$ cat config.mk
export PLATFORM = sky130hd
export DESIGN_NAME = fp_add_issuer
export DESIGN_NICKNAME = d
export VERILOG_FILES = /design/src/rtl/fp_add_issuer.sv
export SDC_FILE = /design/constraint.sdc
export NUM_CORES = 1
export LEC_CHECK = 0
export CORE_MARGIN = 2
export CORE_UTILIZATION = 35
export CTS_BUF_LIST = sky130_fd_sc_hd__clkbuf_16
export DETAILED_ROUTE_END_ITERATION = 8
export GPL_ROUTABILITY_DRIVEN = 0
export HOLD_SLACK_MARGIN = 0.08
export PLACE_DENSITY = 0.66
export SETUP_SLACK_MARGIN = 0.02
export SKIP_LAST_GASP = 1
export SYNTH_ARGS = -nofsm -noshare
export SYNTH_HDL_FRONTEND = slang
export SYNTH_SLANG_ARGS = --single-unit
$ cat constraint.sdc
create_clock -name clk -period 2.45 [get_ports clk]
set_input_delay 0.3675 -clock clk [delete_from_list [all_inputs] [get_ports clk]]
set_output_delay 0.3675 -clock clk [all_outputs]
set_load 0.005 [all_outputs]
$ cat src/rtl/fp_add_issuer.sv
// fp_add_issuer
//   Request-side front end for a multi-cycle FP adder. Operand pairs arrive on a
//   valid/ready port and are queued in a small FIFO. One pair at a time is issued
//   to the adder as a single-cycle fpa_data_valid pulse with fpa_a/fpa_b held
//   stable. The adder's fixed latency is waited out, then fpa_sum/fpa_error are
//   captured and returned in request order on a valid/ready response port.
//
//   Handshake rule: a transfer happens on a rising clk edge where valid and ready
//   are both 1. A source holds valid and payload until that edge. The sink may
//   drive ready whenever it likes.
//
// Parameters
//   DEPTH    operand-pair FIFO entries (power of 2, >= 2)
//   RES_LAT  cycles from the fpa_data_valid cycle to the fpa_sum/fpa_error sample
//            cycle (>= 2)
//
// Ports
//   clk, rst                   clock, synchronous active-high reset
//   req_valid/req_ready        operand pair handshake, req_ready = !full
//   req_a/req_b                operand pair (IEEE-754 single)
//   rsp_valid/rsp_ready        result handshake
//   rsp_sum/rsp_error          captured adder result
//   fpa_a/fpa_b                adder operands
//   fpa_data_valid             adder start pulse
//   fpa_sum/fpa_error          adder result inputs
//   busy                       FSM not idle or FIFO not empty
//   err_count                  count of error responses handed over
//
// Build option
//   FPA_ISSUE_ERRCNT_EN : when defined, err_count counts rsp handshakes that carry
//   rsp_error=1, saturating at 16'hFFFF. When undefined, err_count is tied to 0.

module fp_add_issuer #(
  parameter int DEPTH   = 4,
  parameter int RES_LAT = 4
) (
  input  logic        clk,
  input  logic        rst,
  input  logic        req_valid,
  output logic        req_ready,
  input  logic [31:0] req_a,
  input  logic [31:0] req_b,
  output logic        rsp_valid,
  input  logic        rsp_ready,
  output logic [31:0] rsp_sum,
  output logic        rsp_error,
  output logic [31:0] fpa_a,
  output logic [31:0] fpa_b,
  output logic        fpa_data_valid,
  input  logic [31:0] fpa_sum,
  input  logic        fpa_error,
  output logic        busy,
  output logic [15:0] err_count
);

  localparam int AW = $clog2(DEPTH);
  localparam int CW = AW + 1;
  localparam int LW = $clog2(RES_LAT) + 1;

  typedef enum logic [2:0] {IDLE, ISSUE, WAIT, CAPTURE, HOLD} state_t;

  state_t        state, state_next;

  logic [31:0]   mem_a [DEPTH];
  logic [31:0]   mem_b [DEPTH];
  logic [AW-1:0] wr_ptr, rd_ptr;
  logic [CW-1:0] count;
  logic          full, empty, push, pop;
  logic [LW-1:0] wait_cnt;

  assign full      = (count == CW'(DEPTH));
  assign empty     = (count == '0);
  assign push      = req_valid && !full;
  assign pop       = (state == ISSUE);
  assign req_ready = !full;
  assign busy      = (state != IDLE) || !empty;

  // FIFO storage carries no reset; only the pointers and count define contents.
  always_ff @(posedge clk) begin
    if (push) begin
      mem_a[wr_ptr] <= req_a;
      mem_b[wr_ptr] <= req_b;
    end
  end

  always_ff @(posedge clk) begin
    if (rst) begin
      wr_ptr <= '0;
      rd_ptr <= '0;
      count  <= '0;
    end else begin
      if (push) wr_ptr <= wr_ptr + AW'(1);
      if (pop)  rd_ptr <= rd_ptr + AW'(1);
      case ({push, pop})
        2'b10:   count <= count + CW'(1);
        2'b01:   count <= count - CW'(1);
        default: count <= count;
      endcase
    end
  end

  always_ff @(posedge clk) begin
    if (rst) state <= IDLE;
    else     state <= state_next;
  end

  always_comb begin
    state_next = state;
    case (state)
      IDLE:    if (!empty) state_next = ISSUE;
      ISSUE:   state_next = WAIT;
      // wait_cnt is loaded with RES_LAT-1 in ISSUE; leaving WAIT when it reads 1
      // puts CAPTURE exactly RES_LAT cycles after the start pulse.
      WAIT:    if (wait_cnt <= LW'(1)) state_next = CAPTURE;
      CAPTURE: state_next = HOLD;
      HOLD:    if (rsp_ready) state_next = empty ? IDLE : ISSUE;
      default: state_next = IDLE;
    endcase
  end

  always_ff @(posedge clk) begin
    if (rst) begin
      fpa_a          <= '0;
      fpa_b          <= '0;
      fpa_data_valid <= 1'b0;
      wait_cnt       <= '0;
      rsp_valid      <= 1'b0;
      rsp_sum        <= '0;
      rsp_error      <= 1'b0;
    end else begin
      // Operands and the start pulse are registered on entry to ISSUE, so both
      // are valid together for the whole ISSUE cycle and the operands then stay
      // untouched until the next entry to ISSUE.
      fpa_data_valid <= (state_next == ISSUE);
      if (state_next == ISSUE) begin
        fpa_a <= mem_a[rd_ptr];
        fpa_b <= mem_b[rd_ptr];
      end
      case (state)
        ISSUE:   wait_cnt <= LW'(RES_LAT - 1);
        WAIT:    wait_cnt <= wait_cnt - LW'(1);
        CAPTURE: begin
          rsp_sum   <= fpa_sum;
          rsp_error <= fpa_error;
          rsp_valid <= 1'b1;
        end
        HOLD:    if (rsp_ready) rsp_valid <= 1'b0;
        default: ;
      endcase
    end
  end

`ifdef FPA_ISSUE_ERRCNT_EN
  logic [15:0] err_cnt_q;

  always_ff @(posedge clk) begin
    if (rst) begin
      err_cnt_q <= '0;
    end else if (rsp_valid && rsp_ready && rsp_error && (err_cnt_q != 16'hFFFF)) begin
      err_cnt_q <= err_cnt_q + 16'd1;
    end
  end

  assign err_count = err_cnt_q;
`else
  assign err_count = 16'h0;
`endif

endmodule

# After elaboration in Yosys (flattened, before gate mapping)
# Memories as Yosys holds them, arrays and structs flattened. A register that Yosys moved wholly into a read port is not among the register bits.
# Index checks and enable logic that the tools add are counted.
classes:
  reduce_logical: 11
  addsub: 5
  magnitude_cmp: 1
  eq_ne: 9
  muxes: 11
op_table:
  columns: ["op", "n"]
  rows:
  - ["$pmux 3 s5", 1]
  - ["$pmux 3 s2", 2]
  - ["$mux 3", 3]
  - ["$eq 3x1->1 const B", 2]
  - ["$eq 3x2->1 const B", 2]
  - ["$eq 3x3->1 const B", 2]
  - ["$logic_not 3->1", 2]
  - ["$reduce_bool 2->1", 3]
  - ["$sub 3x1->3 const B", 2]
  - ["$add 2x1->2 const B", 2]
  - ["$mux 1", 4]
  - ["$add 3x1->3 const B", 1]
  - ["$le 3x1->1 const B", 1]
  - ["$reduce_bool 3->1", 1]
  - ["$eq 2x1->1 const B", 1]
  - ["$eq 2x2->1 const B", 1]
  - ["$logic_not 1->1", 2]
  - ["$ne 2x2->1 const B", 1]
  - ["$pmux 1 s2", 1]
  - ["$reduce_and 2->1", 1]
  - ["$logic_and 1x1->1", 1]
  - ["$logic_or 1x1->1", 1]
totals:
  wordCells: 48
  n_memories: 2
  reg_bits: 48
  ramBits: 256
  in_bits: 101
  out_inout_bits: 117
mem_list:
  columns: ["name", "words", "width", "read_ports", "rd_clocked_by_memory_dff", "wr", "line_no", "rtl"]
  rows:
  - ["mem_a", 4, 32, 1, 1, 1, "64", "logic [31:0] mem_a [DEPTH];"]
  - ["mem_b", 4, 32, 1, 1, 1, "65", "logic [31:0] mem_b [DEPTH];"]

# Longest topological paths before layout
# Gate-level depths: netlist (run 1).
depth:
  depth_word: 5
  mapped_depth: 9
  ltp_nobuf: 8

# Least setup slack after synthesis (run 1)
# OpenSTA, ideal clock, no wires.
synth_path:
  kind: "register to register"
  from: "reg count[0]"
  to: "mem mem_a[0][0] (enable)"
  required_time_ps: 2021
  synth_period_minus_slack_ps: 2708
  n_path_buf: 1
  path_stages_with_launch: 4
  setup_time_ps: 429
  setup_slack_ps: -258
  arrival_time_ps: 2279
  path_cell_list: "dfxtp_1 or3b_1 buf_2 and3_1"
synth_between:
  elab_chain_len: 5
synth_rtl:
  columns: ["item", "line_no", "rtl"]
  rows:
  - ["start, declared", "67", "logic [CW-1:0] count;"]
  - ["start signal, assigned", "95", "2'b10: count <= count + CW'(1);"]
  - ["start signal, assigned", "96", "2'b01: count <= count - CW'(1);"]
  - ["start signal, assigned", "97", "default: count <= count;"]
  - ["$eq 3x3->1", "71", "assign full = (count == CW'(DEPTH));"]
  - ["$logic_not 1->1", null, null]
  - ["net req_ready", "40", "output logic req_ready,"]
  - ["$logic_and 1x1->1", "73", "assign push = req_valid && !full;"]
  - ["$mux 1", "80", "if (push) begin"]
  - ["$mux 1 (implied by the code)", "81", "mem_a[wr_ptr] <= req_a;"]
  - ["end, declared", "64", null]
# The timed path passes the listed nets, and every way through them passes these cells.

# Final worst setup path (run 1)
layout_path:
  from: "reg count[0]"
  to: "out busy"
layout_between:
  elab_chain_len: 3
layout_rtl:
  columns: ["item", "line_no", "rtl"]
  rows:
  - ["$logic_not 3->1", "72", "assign empty = (count == '0);"]
  - ["$logic_not 1->1", null, null]
  - ["$logic_or 1x1->1", "76", "assign busy = (state != IDLE) || !empty;"]
  - ["end, declared", "52", "output logic busy,"]
# Every way passes these cells.

==> results_dict.tcl, run 1 <==
set metrics [dict create \
    tightestPinTransition_ns 0.8762 \
    numCtsBuffers 39 \
    reg2reg_depth 8 \
    vias 8525 \
    syn2layout_area_growth_pct 26.58 \
    finalMaxSlewViolations 0 \
    grt_pass1_wl_microns 50780 \
    p_leak_nw 5.769 \
    cts_setup_buffers 0 \
    hold_buffers 0 \
    worstSetupPathType "reg2out" \
    hold_path_depth 2 \
    cts_max_level 2 \
    fin_util 0.4482 \
    io_buffers 201 \
    clock_path_buffers 3 \
    rsz0062_at_grt "no" \
    finClkSkew_ns 0.01459 \
    worstSkewPairLatency_ns 0.55 \
    rows 73 \
    firstDrtPassIters 4 \
    p_per_area_mw_per_mm2 1069 \
    synth.largest_area_cell "edfxtp_1" \
    required_ns 2.08 \
    path_clk_slew_ns 0.06 \
    cp.arrival_ns 1.97 \
    synth-main-ff-cell "edfxtp_1" \
    postSynthAreaPerCell_sq_um 15.75 \
    hold_end "state[2]" \
    place_ws_ns 0.2518 \
    regToRegSetupSlack_ns 0.31 \
    hold_violations 0 \
    overflow 0 \
    drc_errors 0 \
    async_flop_share 0 \
    final_nets 1191 \
    grt.total_usage 0.1605 \
    n_fill_cell 3489 \
    period_share 0.9533 \
    drt_wl_total_microns 33430 \
    yosysWarnings 0 \
    clockRootBuffer "clkbuf_16" \
    synth-seq-cells 368 \
    final-setup-viol-count 0 \
    num_antenna_cells 0 \
    crit_path_end_kind "output port" \
    antenna_found_initial 2 \
    dpl.hpwl_microns 19960 \
    synth-edff-count 256 \
    worstReg2RegStart "count[0]" \
    min_period_ns 2.335 \
    die_h_microns 204.3 \
    drt_iter0_drc 601 \
    start_kind "register" \
    synth_cell_types 42 \
    r2r-end "count[2]" \
    relSlewSlack 0.4159 \
    power_w 0.01899 \
    die_w_microns 204.3 \
    seq_area_frac_synth 0.7074 \
    syn_inst 891 \
    io_pins 218 \
    synth.top_cell.area_share 0.5476 \
    path_max_fanout 5 \
    drive_gt1_frac 0.1456 \
    min_from "rst" \
    dieArea_sq_mm 0.04172 \
    netlist_area_sq_mm 0.01404 \
    hp-class "in2reg" \
    drv_cap 0 \
    setup-tns-final_ns 0 \
    ant_nets 0 \
    synth_area_leaders "edfxtp_1, dfxtp_1, mux4_2" \
    setup_ws_ns 0.1145 \
    wl_per_cell_microns 20.41 \
    fmax_ghz 0.4282 \
    cts_tree "yes" \
    irDropWorstVdd_mv 0.7877 \
    start_util 0.3541 \
    coreArea_sq_mm 0.03964 \
    hold_ws_ns 0.3202 \
    routed_via_density 5.205 \
    clock_sinks 368 \
    grt_max_degree 66 \
    outcome "completed" \
    grt_pass1_vias 8653 \
]
[critical path: stages, from the launching register on]
cell and delay, ns:
dfxtp_2 0.35, or3_2 0.49, or3_4 0.36, clkdlybuf4s15_1 0.23
[cells in the mapped netlist (all sizes together) (3+ instances only)]
cell type / count
nor2: 11
nor3: 3
inv: 9
or3: 3
ha: 7
a21oi: 104
nand4: 64
dfxtp: 112
edfxtp: 256
mux4: 64
clkbuf: 31
o31ai: 64
nand2: 67
buf: 64
xnor2: 3
and3: 4
nand3: 3
[power breakdown]
part / switching, W / internal [W]
logic: 0.00295 / 0.00265
clock network: 0.00233 / 0.00297
registers: 0.000496 / 0.00759
[metal layers]
| metal | up-vias | GRT usage | routed length, microns |
|---|---|---|---|
| met4 | 4 | 0.05745 | 825 |
| met1 | 4304 | 0.2101 | 14360 |
| li1 | 3847 | - | - |
| met5 | - | 0 | 19 |
| met2 | 309 | 0.2649 | 15980 |
| met3 | 61 | 0.03316 | 2250 |
[final cells by class]
type | instances | area, sq um | share of cell area
Clock buffer | 40 | 1001 | 0.05633
Sequential cell | 368 | 9941 | 0.5595
Clock inverter | 32 | 157.7 | 0.008873
Multi-Input combinational cell | 434 | 3626 | 0.2041
Inverter | 9 | 33.78 | 0.001901
Timing Repair Buffer | 230 | 2352 | 0.1324
Tap cell | 525 | 656.9 | 0.03697
[state kept, by name (all words and copies together), names as in the netlist]
signal,count
fpa_b,32
wait_cnt,3
count,3
rsp_sum,32
rd_ptr,2
fpa_data_valid,1
fpa_a,32
state,3
wr_ptr,2
rsp_error,1
rsp_valid,1
mem_b,128
mem_a,128
[how the worst max path moves through the flow]
stage / start / depth (start not counted) / to
2_1_floorplan: count[2] / 9 / count[2]
3_3_place_gp: req_valid / 8 / count[2]
3_5_place_dp: req_valid / 8 / count[2]
4_1_cts: count[2] / 3 / req_ready
5_1_grt: count[0] / 3 / busy
6_report: count[0] / 3 / busy
[through the flow]
stage | instances | cell area [sq um]
2_1_floorplan | 906 | 14100
3_3_place_gp | 1566 | 16600
3_5_place_dp | 1566 | 16600
4_1_cts | 1638 | 17770
5_1_grt | 1638 | 17770
6_report | 1638 | 17770
[timing repair]
action | CTS | global route
cloned | 0 | 0
resized for setup | 5 | 1
setup endpoints to repair | 1 | 1
pin swaps | 1 | 0
endpoints found under the hold margin | 0 | 0
[cell families after synthesis]
logic type	count (synthesis)	synth area share
other	1	0.0002671
AO/OA/AOI/OAI	176	0.07532
AND/OR/NAND/NOR	165	0.06159
buffers and inverters	104	0.04198
adder cells (fa/ha/maj)	8	0.007665
XOR/XNOR	5	0.003120
multiplexers	64	0.1027
flip-flops	368	0.7074
[cells in the final DEF, fill, tap and decap left out, types with 4 or more instances in the layout]
cell type	count
and3_4	4
o31ai_1	64
clkinv_2	5
buf_4	20
ha_1	7
conb_1	16
nand4_1	64
dfxtp_1	107
a21oi_1	104
buf_12	10
clkbuf_16	40
nand2_1	67
inv_1	24
edfxtp_1	256
mux4_2	64
nor2_1	10
clkinv_1	7
clkdlybuf4s50_1	199
No activity file was read; power rests on OpenSTA's default activity.
==> run 2, diff against run 1 <==
--- a/config.mk
+++ b/config.mk
@@ -12,8 +12,8 @@
 export GPL_ROUTABILITY_DRIVEN = 0
 export HOLD_SLACK_MARGIN = 0.08
 export PLACE_DENSITY = 0.66
-export SETUP_SLACK_MARGIN = 0.02
 export SKIP_LAST_GASP = 1
+export SLEW_MARGIN = 20
 export SYNTH_ARGS = -nofsm -noshare
 export SYNTH_HDL_FRONTEND = slang
 export SYNTH_SLANG_ARGS = --single-unit
==> run 2 against run 1 <==
Compared with the run above: final cell count stayed put; maximum frequency is 1.3% lower; highest routed layer unchanged; critical endpoint is now req_ready; die area unchanged; critical path type unchanged.
==> results_dict.tcl, run 2 (same netlist as run 1, synthesis figures left out) <==
set metrics [dict create \
    outcome "completed" \
    clockRootBuffer "clkbuf_16" \
    grt.total_usage 0.1605 \
    required_ns 2.08 \
    num_antenna_cells 0 \
    hold_ws_ns 0.3202 \
    drc_errors 0 \
    p_per_area_mw_per_mm2 1069 \
    firstDrtPassIters 4 \
    met2_length_microns 15980 \
    wl_met1_microns 14350 \
    dieArea_sq_mm 0.04172 \
    die_w_microns 204.3 \
    wl_met3_microns 2250 \
    start_util 0.3541 \
    seq_area_sq_mm 0.009942 \
    tightestPinTransition_ns 0.8762 \
    p_leak_nw 5.769 \
    start_kind "register" \
    setup_ws_ns 0.08391 \
    reg_top3 "mem_a: 128 flops, mem_b: 128 flops" \
    path_clk_slew_ns 0.06 \
    ant_nets 0 \
    numCtsBuffers 39 \
    crit_path_end_kind "output port" \
    drt_iter0_drc 601 \
    clock_sinks 368 \
    placed_area_sq_mm 0.01660 \
    die_h_microns 204.3 \
    io_pins 218 \
    postLayoutCellArea_sq_mm 0.01777 \
    drive_gt1_frac 0.1447 \
    finClkSkew_ns 0.01459 \
    rows 73 \
    hold_violations 0 \
    wl_per_cell_microns 20.41 \
    grt_pass1_vias 8653 \
    min_period_ns 2.366 \
    antenna_found_initial 2 \
    finalMaxSlewViolations 0 \
    dpl.hpwl_microns 19960 \
    cts_max_level 2 \
    cp.arrival_ns 2.00 \
    drt_wl_total_microns 33430 \
    final-setup-viol-count 0 \
    n_fill_cell 3488 \
    drv_cap 0 \
    hp-class "in2reg" \
    cts_setup_buffers 0 \
    io_buffers 201 \
    overflow 0 \
    path_max_fanout 9 \
    final_cell_mix "edfxtp_1, clkdlybuf4s50_1, dfxtp_1" \
    dr.max_layer_used "met5" \
    period_share 0.9657 \
    grt_max_degree 66 \
    fmax_ghz 0.4226 \
    grt_pass1_wl_microns 50780 \
    routed_via_density 5.205 \
    final_nets 1191 \
    cts_tree "yes" \
    irDropWorstVdd_mv 0.7877 \
    setup-tns-final_ns 0 \
    worstSkewPairLatency_ns 0.55 \
    relSlewSlack 0.4159 \
    syn2layout_area_growth_pct 26.59 \
    place_ws_ns 0.2518 \
    hold_buffers 0 \
    multi_input_area_sq_mm 0.003626 \
    final_common_cell "edfxtp_1" \
    vias 8526 \
    rsz0062_at_grt "no" \
    coreArea_sq_mm 0.03964 \
    clock_path_buffers 3 \
    worstSetupPathType "reg2out" \
]
==> run 2: timing repair <==
action | in CTS | in global routing
pin swaps | 1 | 0
endpoints found under the hold margin | 0 | 0
gates resized for setup | 4 | 2
setup endpoints to repair | 1 | 1
==> run 2: final cells by class <==
type                       instances  share of cell area
clock buffer                      40             0.05633
clock inverter                    32            0.008872
inverter                           9            0.001901
multi-input combinational        434              0.2041
sequential                       368              0.5595
tap                              525             0.03697
timing repair buffer             230              0.1324
==> run 2: worst max-delay path, stage by stage, from the launching register on <==
cell and delay (ns):
dfxtp_1 0.41, or3b_1 0.40, buf_4 0.18, clkdlybuf4s50_1 0.47
==> run 2: metrics by stage <==
stage            util  power [W]  instances
2_1_floorplan       -    0.01148        906
3_3_place_gp   0.4188    0.01378       1566
3_5_place_dp   0.4188    0.01387       1566
4_1_cts        0.4482    0.01924       1638
5_1_grt        0.4483    0.02000       1638
6_report       0.4483    0.01899       1638
==> run 2: layer usage <==
metal  vias to the layer above  GRT usage
li1                       3848          -
met1                      4304     0.2101
met2                       309     0.2649
met3                        61    0.03316
met4                         4    0.05745
met5                         -          0
==> run 2: path summary, 6_finish.rpt <==
path / from / endpoint / slack [ns] / cells past startpoint
min: rst / state[2] / 0.32 / 2
min reg2reg: rsp_sum[29] / rsp_sum[29] / 0.45 / 2
max reg2reg: count[2] / count[2] / 0.26 / 8
max: count[2] / req_ready / 0.08 / 3
==> run 2: power by group <==
group | switching (W) | internal, W | leakage [nW]
logic | 0.00295 | 0.00265 | 1.88
registers | 0.000496 | 0.00760 | 3.26
clock network | 0.00233 | 0.00297 | 0.623
total | 0.00577 | 0.0132 | 5.77
==> run 3, diff against run 2 <==
--- a/config.mk
+++ b/config.mk
@@ -13,7 +13,6 @@
 export HOLD_SLACK_MARGIN = 0.08
 export PLACE_DENSITY = 0.66
 export SKIP_LAST_GASP = 1
-export SLEW_MARGIN = 20
 export SYNTH_ARGS = -nofsm -noshare
 export SYNTH_HDL_FRONTEND = slang
 export SYNTH_SLANG_ARGS = --single-unit
==> results of run 3 <==
The final DEF is identical to that of run 2; final timing and power are the same.
==> RTL change: new RTL, settings of run 2 <==
Change the parameter `DEPTH` from 4 to 2.
--- a/src/rtl/fp_add_issuer.sv
+++ b/src/rtl/fp_add_issuer.sv
@@ -31,7 +31,7 @@
 //   rsp_error=1, saturating at 16'hFFFF. When undefined, err_count is tied to 0.
 
 module fp_add_issuer #(
-  parameter int DEPTH   = 4,
+  parameter int DEPTH   = 2,
   parameter int RES_LAT = 4
 ) (
   input  logic        clk,
Function: changed (a bounded check fails within 4 cycles, from zero or initial values and one cycle with rst high).
==> RTL change against run 2 <==
Clock power shrank 34%; synthesized cell count shrank 20%; power shrank 32%; synthesized area shrank 36%; core utilization grew 3.2 points; critical path depth is the same; wire length shrank 36%; sequential cell count shrank 131; register-to-register slack gained 350 ps; via count shrank 28%; cell area shrank 32%; setup slack gained 140 ps.
==> RTL change: results (changes against run 2) <==
| Metric | Value |
|---|---|
| Num CTS Buffers | `25 (-36%)` |
| Worst reg2reg path depth | `4 (-4)` |
| Post-synth top area share | `0.428 (-0.120)` |
| Inst Count DP | `1207 (-23%)` |
| Layout area overhead | `34.5%` |
| CTS H-Tree Depth | `1 (-1)` |
| Netlist cell types | `37 (-12%)` |
| Biggest regs | `mem_a (64), mem_b (64)` |
| DR WL met3 | `1.42 mm (-37%)` |
| M1 GR Usage | `0.202 (-0.00814)` |
| Drt total wl | `21.3 mm (-36%)` |
| GRT met3 Usage | `0.0371 (+0.00396)` |
| Met2 Usage GRT | `0.266 (+0.00137)` |
| Max stage delay on crit path | `500 ps (+30 ps)` |
| Commonest cells post-synth | `128 x edfxtp_1, 109 x dfxtp_1, 69 x inv_1` |
| Post-Route M1 WL | `9.43 mm (-34%)` |
| Net switching power | `3940 uW (-32%)` |
| Critical Path Start | `count[0]$_SDFFE_PP0P_` |
| Reg-to-reg slack, setup | `610 ps (+350 ps)` |
| Vias in the first global route | `6094 (-30%)` |
| Hold worst-path end | `count[0]$_SDFFE_PP0P_` |
| Placed inst area | `11300 um^2 (-32%)` |
| LEAKAGE | `0.00409 uW (-29%)` |
| Global-route wire length before repair | `33.2 mm (-35%)` |
| Post-synth EDFFs | `128 (-50%)` |
| Hpwl dp | `13.2 mm (-34%)` |
| Filler Cell Count | `2247 (-36%)` |
| Fraction of layout cells with a size suffix above 1 | `0.133 (-0.0112)` |
| GRT Total Usage | `0.156 (-0.00410)` |
| Initial antenna violation count | `1 (-1)` |
| CP arrival | `1850 ps (-150 ps)` |
| Post-CTS sizing | `0 (-4)` |
| R2r startpoint | `state[1]$_SDFF_PP0_` |
| CP endpoint | `busy` |
| Largest net degree at the start of global routing | `65 (-1.5%)` |
| Worst clock skew | `13.5 ps (-1.13 ps)` |
| VDD IR max | `0.492 mV (-37%)` |
| Nets@finish | `1008 (-15%)` |
| Starting DRT DRC Count | `275 (-54%)` |
| Mapped Cells | `716 (-20%)` |
| Post-route insts no fill | `1252 (-24%)` |
| Worst skew pair latency | `520 ps (-30 ps)` |
| Hold slack final | `236 ps (-84.4 ps)` |
| Top post-synthesis cells by area | `edfxtp_1 43%, dfxtp_1 24%, mux2_2 8.0%` |
| Outcome | `complete, no violations` |
| Reported sequential group power | `5390 uW (-33%)` |
| Post-route setup slack | `228 ps (+145 ps)` |
| Routed wl met2 | `10.0 mm (-37%)` |
| Sequential-to-total area share from yosys stat | `0.670 (-0.0371)` |
| Dpl ws | `406 ps (+154 ps)` |
| Reg-to-reg endpoint | `fpa_a[8]$_SDFFE_PP0N_` |
| CP max FO | `11 (+2)` |
| Vias/cell | `4.88 (-6.2%)` |
| Power Density | `1070 nW/um^2 (-0.28%)` |
| Clock group power | `3520 uW (-34%)` |
## RTL change: cell types whose count changed after synthesis, sizes merged, moves of 35 or more
cell	run 2	this run
o31ai	64	0
inv	9	69
mux4	64	0
edfxtp	256	128
a21oi	104	40
mux2	0	64
nor4	0	64
buf	64	29
nand4	64	0
a211oi	2	65
## RTL change: cells by family after synthesis
| family | share of synthesized area |
|---|---|
| AO/OA/AOI/OAI | 0.0814 |
| XOR/XNOR | 0.00390 |
| adder cells (fa/ha/maj) | 0.00418 |
| buffers and inverters | 0.0703 |
| flip-flops | 0.670 |
| multiplexers | 0.0802 |
| other | 0.000417 |
| AND/OR/NAND/NOR | 0.0894 |
## RTL change: final cells by class
| cell class | count | share of cell area |
|---|---|---|
| sequential | 237 | 0.499 |
| multi-input combinational | 353 | 0.199 |
| timing repair buffer | 218 | 0.184 |
| clock buffer | 25 | 0.0517 |
| tap | 330 | 0.0341 |
| inverter | 69 | 0.0215 |
| clock inverter | 20 | 0.0110 |
